--- src/rtl/serial_pattern_tx_pkg.sv ---
// Shared state encoding for serial_pattern_tx; {q1,q0} expose these values directly.
package serial_pattern_tx_pkg;

  typedef enum logic [1:0] {
    ST_IDLE  = 2'b00,
    ST_SHIFT = 2'b01,
    ST_PAR   = 2'b10,
    ST_DONE  = 2'b11
  } state_t;

endpackage

--- src/rtl/serial_pattern_tx_piso.sv ---
// piso_shift: parallel-in/serial-out register, MSB first, zero-filled from the LSB end.
module piso_shift #(
  parameter int unsigned WIDTH = 8
) (
  input  logic             clk,
  input  logic             rst_n,
  input  logic             load,
  input  logic             shift_en,
  input  logic [WIDTH-1:0] data,
  output logic             msb,
  output logic             msb_nxt
);

  logic [WIDTH-1:0] sreg;

  always_ff @(posedge clk or negedge rst_n) begin
    if (!rst_n)
      sreg <= '0;
    else if (load)
      sreg <= data;
    else if (shift_en)
      sreg <= {sreg[WIDTH-2:0], 1'b0};
  end

  assign msb     = sreg[WIDTH-1];
  // Bit that becomes the MSB after the next shift; lets x be registered.
  assign msb_nxt = sreg[WIDTH-2];

endmodule

--- src/rtl/serial_pattern_tx.sv ---
// Serial pattern transmitter: WIDTH-bit frame out MSB-first on x, done pulse at end.
// Define SERIAL_PATTERN_TX_PARITY_EN to append an even-parity bit after the data bits.
module serial_pattern_tx
  import serial_pattern_tx_pkg::*;
#(
  parameter int unsigned WIDTH = 8,
  parameter int unsigned CNT_W = 5
) (
  input  logic             clk,
  input  logic             rst_n,
  input  logic             load,
  input  logic [WIDTH-1:0] data,
  output logic             ready,
  output logic             x,
  output logic             x_valid,
  output logic             done,
  output logic             q1,
  output logic             q0
);

  state_t           state, state_nxt;
  logic [CNT_W-1:0] cnt;
  logic             par, par_nxt;
  logic             ld, shift_en;
  logic             msb, msb_nxt;
  logic             ready_nxt, x_nxt, x_valid_nxt, done_nxt;

  piso_shift #(.WIDTH(WIDTH)) u_piso (
    .clk      (clk),
    .rst_n    (rst_n),
    .load     (ld),
    .shift_en (shift_en),
    .data     (data),
    .msb      (msb),
    .msb_nxt  (msb_nxt)
  );

  always_comb begin
    state_nxt = state;
    ld        = 1'b0;
    shift_en  = 1'b0;
    case (state)
      ST_IDLE: begin
        if (load) begin
          ld        = 1'b1;
          state_nxt = ST_SHIFT;
        end
      end
      ST_SHIFT: begin
        shift_en = 1'b1;
        if (cnt == '0) begin
`ifdef SERIAL_PATTERN_TX_PARITY_EN
          state_nxt = ST_PAR;
`else
          state_nxt = ST_DONE;
`endif
        end
      end
`ifdef SERIAL_PATTERN_TX_PARITY_EN
      ST_PAR:  state_nxt = ST_DONE;
`endif
      ST_DONE: state_nxt = ST_IDLE;
      default: state_nxt = ST_IDLE;
    endcase
  end

  // Outputs are decoded from the next state so they land in flops alongside it.
  always_comb begin
    ready_nxt   = 1'b0;
    x_nxt       = 1'b0;
    x_valid_nxt = 1'b0;
    done_nxt    = 1'b0;
    par_nxt     = par;
    if (ld)
      par_nxt = 1'b0;
    else if (shift_en)
      par_nxt = par ^ msb;
    case (state_nxt)
      ST_IDLE:  ready_nxt = 1'b1;
      ST_SHIFT: begin
        x_valid_nxt = 1'b1;
        x_nxt       = ld ? data[WIDTH-1] : msb_nxt;
      end
      ST_PAR: begin
        x_valid_nxt = 1'b1;
        x_nxt       = par_nxt;
      end
      ST_DONE:  done_nxt = 1'b1;
      default:  ready_nxt = 1'b1;
    endcase
  end

  always_ff @(posedge clk or negedge rst_n) begin
    if (!rst_n) begin
      state   <= ST_IDLE;
      cnt     <= '0;
      par     <= 1'b0;
      ready   <= 1'b1;
      x       <= 1'b0;
      x_valid <= 1'b0;
      done    <= 1'b0;
    end else begin
      state   <= state_nxt;
      par     <= par_nxt;
      ready   <= ready_nxt;
      x       <= x_nxt;
      x_valid <= x_valid_nxt;
      done    <= done_nxt;
      if (ld)
        cnt <= CNT_W'(WIDTH - 1);
      else if (shift_en && cnt != '0)
        cnt <= cnt - 1'b1;
    end
  end

  assign q1 = state[1];
  assign q0 = state[0];

endmodule

--- config.mk ---
export PLATFORM = sky130hd
export DESIGN_NAME = serial_pattern_tx
export DESIGN_NICKNAME = d
export VERILOG_FILES = /design/src/rtl/serial_pattern_tx_pkg.sv /design/src/rtl/serial_pattern_tx_piso.sv /design/src/rtl/serial_pattern_tx.sv
export SDC_FILE = /design/constraint.sdc
export NUM_CORES = 1
export LEC_CHECK = 0
export BUFFER_PORTS_ARGS = -buffer_cell sky130_fd_sc_hd__buf_2
export CORE_MARGIN = 1.5
export CORE_UTILIZATION = 51
export CTS_CLUSTER_DIAMETER = 40
export CTS_CLUSTER_SIZE = 20
export DETAILED_ROUTE_END_ITERATION = 8
export GPL_TIMING_DRIVEN = 0
export PLACE_DENSITY = 0.75
export SLEW_MARGIN = 15
export SYNTH_ARGS = -nofsm -noshare
export SYNTH_HDL_FRONTEND = slang
export SYNTH_SLANG_ARGS = --single-unit
export TNS_END_PERCENT = 100
--- constraint.sdc ---
create_clock -name clk -period 1.9 [get_ports clk]
set_input_delay 0.38 -clock clk [delete_from_list [all_inputs] [get_ports clk]]
set_output_delay 0.38 -clock clk [all_outputs]
set_load 0.01 [all_outputs]
==> results.cfg <==
[clock_tree]
clk_pin_slew_worst_paths_ns = 0.10
h-tree-depth = 1
tritoncts = done
clock_latency_ns = 0.30
cts-root-buf = clkbuf_4
postCtsSetupRepairBufs = 0
cts_made_buffers = 3
clkSinkCount = 18
clockBufferDepth = 2

[worst_hold_path]
hold_path_class = primary input to register
hold_path_end = x$_DFF_PN0_
min_delay_path_depth = 2
min_from = data[7]

[cells_and_area]
diodes = 0
nets = 114
fillers = 125
area.growth.synth_to_final_pct = 16.6
drive_above_1_share_pct = 26.0
fin_cells = 116

[placement]
gp_congestion = 0.756
dp.cells = 111
pre_cts_slack_ns = 0.221
port_buffers = 16
place.detailed.hpwl_microns = 1120

[outcome]
outcome = complete, no violations

[global_routing]
grt_use_total_pct = 20.7
grt_pass1_wl_microns = 2780
grt_max_degree = 19
overflow = 0
grt_pass1_vias = 675
antenna_found_initial = 0

[floorplanning]
dieArea_sq_mm = 0.00186
row_count = 14
core_area_sq_mm = 0.00151
start_util_pct = 54.6
fp.dieW_microns = 43.1
io_pins = 17
fp.dieH_microns = 43.1

[timing]
slew_headroom_pct = 47.2
final_max_slew_viol_count = 0
whs_ns = 0.286
clock_skew_ns = 0.0105
rsz0062_at_grt = no
finalHoldViolCount = 0
fin_setup_tns_ns = 0
setup_slack_ns = 0.207
worst_slew_pin_slew_ns = 0.790
final.min_clock_period_ns = 1.69
setup_viol = 0
post-route-period-util_pct = 89.1
fmax_mhz = 591

[drt]
route.vias.total = 664
via_per_inst = 5.72
drc = 0
drtAntennaViolNets = 0
dr.first_iter.drc_count = 20
finalWirelength_microns = 1570
wl_per_cell_microns = 13.5
drt_first_pass_iters = 4

[logic_synthesis]
yosys.area_share.simple_pct = 19.5
syn_area_per_cell_sq_um = 10.4
synthMuxAreaShare_pct = 1.22
synthesis.nets = 92
synth_fa_ha_area_share_pct = 3.04
synth_seq_cells = 18
synthCells = 79
synth_compound_area_share_pct = 16.4
synth_top_family_by_area = simple AND/OR/NAND/NOR gates
yosysWarnings = 0
synthesis.area_sq_um = 822
ys_types = 28
seq_area_frac_synth_pct = 54.9
synth-xor-area-share_pct = 0

[critical_path]
setup.worst_path.start = cnt[1]$_DFFE_PN0P_
slowest_stage = or4b_1
rrSetupSlack_ns = 0.21
crit_arrival_ns = 1.93
rr_worst_depth = 6
cp-end-kind = register
crit_chain = inv_1 -> ha_1 -> or4b_1 -> clkbuf_2 -> a32o_1 -> nor2_1
reg2reg_from = cnt[1]$_DFFE_PN0P_
start_kind = register
slowest_delay_ns = 0.44
critPathMaxFanout = 7
critical_path_class = register to register
r2r-end = cnt[1]$_DFFE_PN0P_
cp.required_ns = 2.14

[flow_run]
max_cap_viol_count = 0

[pwr]
power_uw = 1440
leakage_uw = 0.000444
power_density_mw_per_mm2 = 1500
worst_ir_drop_vdd_v = 0.000830
## cells in the mapped netlist
library cell | count | area share, %
dfrtp_1 | 17 | 52
nand2_1 | 8 | 3.7
o21ai_0 | 7 | 4.3
a22oi_1 | 6 | 5.5
clkbuf_1 | 4 | 1.8
inv_1 | 4 | 1.8
nor2_1 | 4 | 1.8
a21oi_1 | 2 | 1.2
a32o_1 | 2 | 2.4
and2b_2 | 2 | 2.1
ha_1 | 2 | 3.0
nand3_1 | 2 | 1.2
nand3b_1 | 2 | 1.8
nor2b_1 | 2 | 1.5
nor3b_1 | 2 | 1.8
a22o_1 | 1 | 1.1
a31o_2 | 1 | 1.1
buf_2 | 1 | 0.61
clkbuf_2 | 1 | 0.61
dfstp_2 | 1 | 3.2
mux2i_1 | 1 | 1.2
nand2b_1 | 1 | 0.76
nand4_1 | 1 | 0.76
nand4b_1 | 1 | 1.1
nor3_1 | 1 | 0.61
o21bai_1 | 1 | 0.91
or3b_2 | 1 | 1.1
or4b_1 | 1 | 1.2
## final cells by class
| cell class | instances | area, sq um | area share (%) |
|---|---|---|---|
| Timing Repair Buffer | 17 | 90.1 | 9.40 |
| Sequential cell | 18 | 452 | 47.1 |
| Buffer | 6 | 25.0 | 2.61 |
| Clock buffer | 4 | 26.3 | 2.74 |
| Multi-Input combinational cell | 51 | 330 | 34.5 |
| Tap cell | 16 | 20.0 | 2.09 |
| Inverter | 4 | 15.0 | 1.57 |
## critical path, delay by kind of cell (launching register included)
family	cells	cell delay (ns)
AND/OR/NAND/NOR	2	0.52
flip-flops	1	0.41
buffers and inverters	2	0.27
AO/OA/AOI/OAI	1	0.26
adder cells (fa/ha/maj)	1	0.18
## placed cells by master (no fill, tap or decap), drive strengths merged, types with 2 or more instances in the layout
cell type	n
dfrtp	17
nor2b	2
a22oi	6
o21ai	7
nand3	2
a21oi	2
nand2	8
buf	17
a32o	2
clkbuf	9
nor2	4
nor3b	2
ha	2
inv	4
nand3b	2
and2b	2
## layer usage
metal | up-vias | part of all wire [%] | track usage (%)
li1 | 323 | - | -
met1 | 321 | 46 | 24.7
met2 | 15 | 49 | 33.7
met3 | 5 | 2.8 | 3.83
met4 | 0 | 2.3 | 13.3
met5 | - | 0 | 0
## how the worst max path moves through the flow
stage,end,slack (ns),cells past startpoint
2_1_floorplan,cnt[1]$_DFFE_PN0P_,0.34,6
3_3_place_gp,cnt[1]$_DFFE_PN0P_,0.25,6
3_5_place_dp,cnt[1]$_DFFE_PN0P_,0.22,6
4_1_cts,cnt[1]$_DFFE_PN0P_,0.20,6
5_1_grt,cnt[0]$_DFFE_PN0P_,0.06,6
6_report,cnt[1]$_DFFE_PN0P_,0.21,6
## repair_timing
action                                  in CTS  in global routing
endpoints found under the setup margin       0                  0
gates resized for setup                      0                  0
hold buffers                                 1                  0
hold endpoints to repair                     9                  0
## through the flow
| stage | util (%) | cell area, sq um |
|---|---|---|
| floorplan | - | 822 |
| global placement | 61.2 | 922 |
| detailed placement | 61.2 | 922 |
| CTS | 63.6 | 958 |
| global route | 63.6 | 958 |
| finish | 63.6 | 958 |
## sequential cells by signal, summed over array words and instances, names as in the netlist
register,count
state,2
x,1
x_valid,1
u_piso.sreg,7
done,1
ready,1
cnt,5
## logic make-up after synthesis
group | after synthesis
AOI/OAI and AO/OA | 20
adders and majority gates | 2
buffers and inverters | 10
DFF | 18
muxes | 1
and+or+nand+nor | 28
## report_power, final
part	internal (uW)	switching, uW	total [uW]
clock	81.8	117	199
sequential	533	102	635
combinational	274	334	608
total	889	553	1440
No activity file was read; power rests on OpenSTA's default activity.
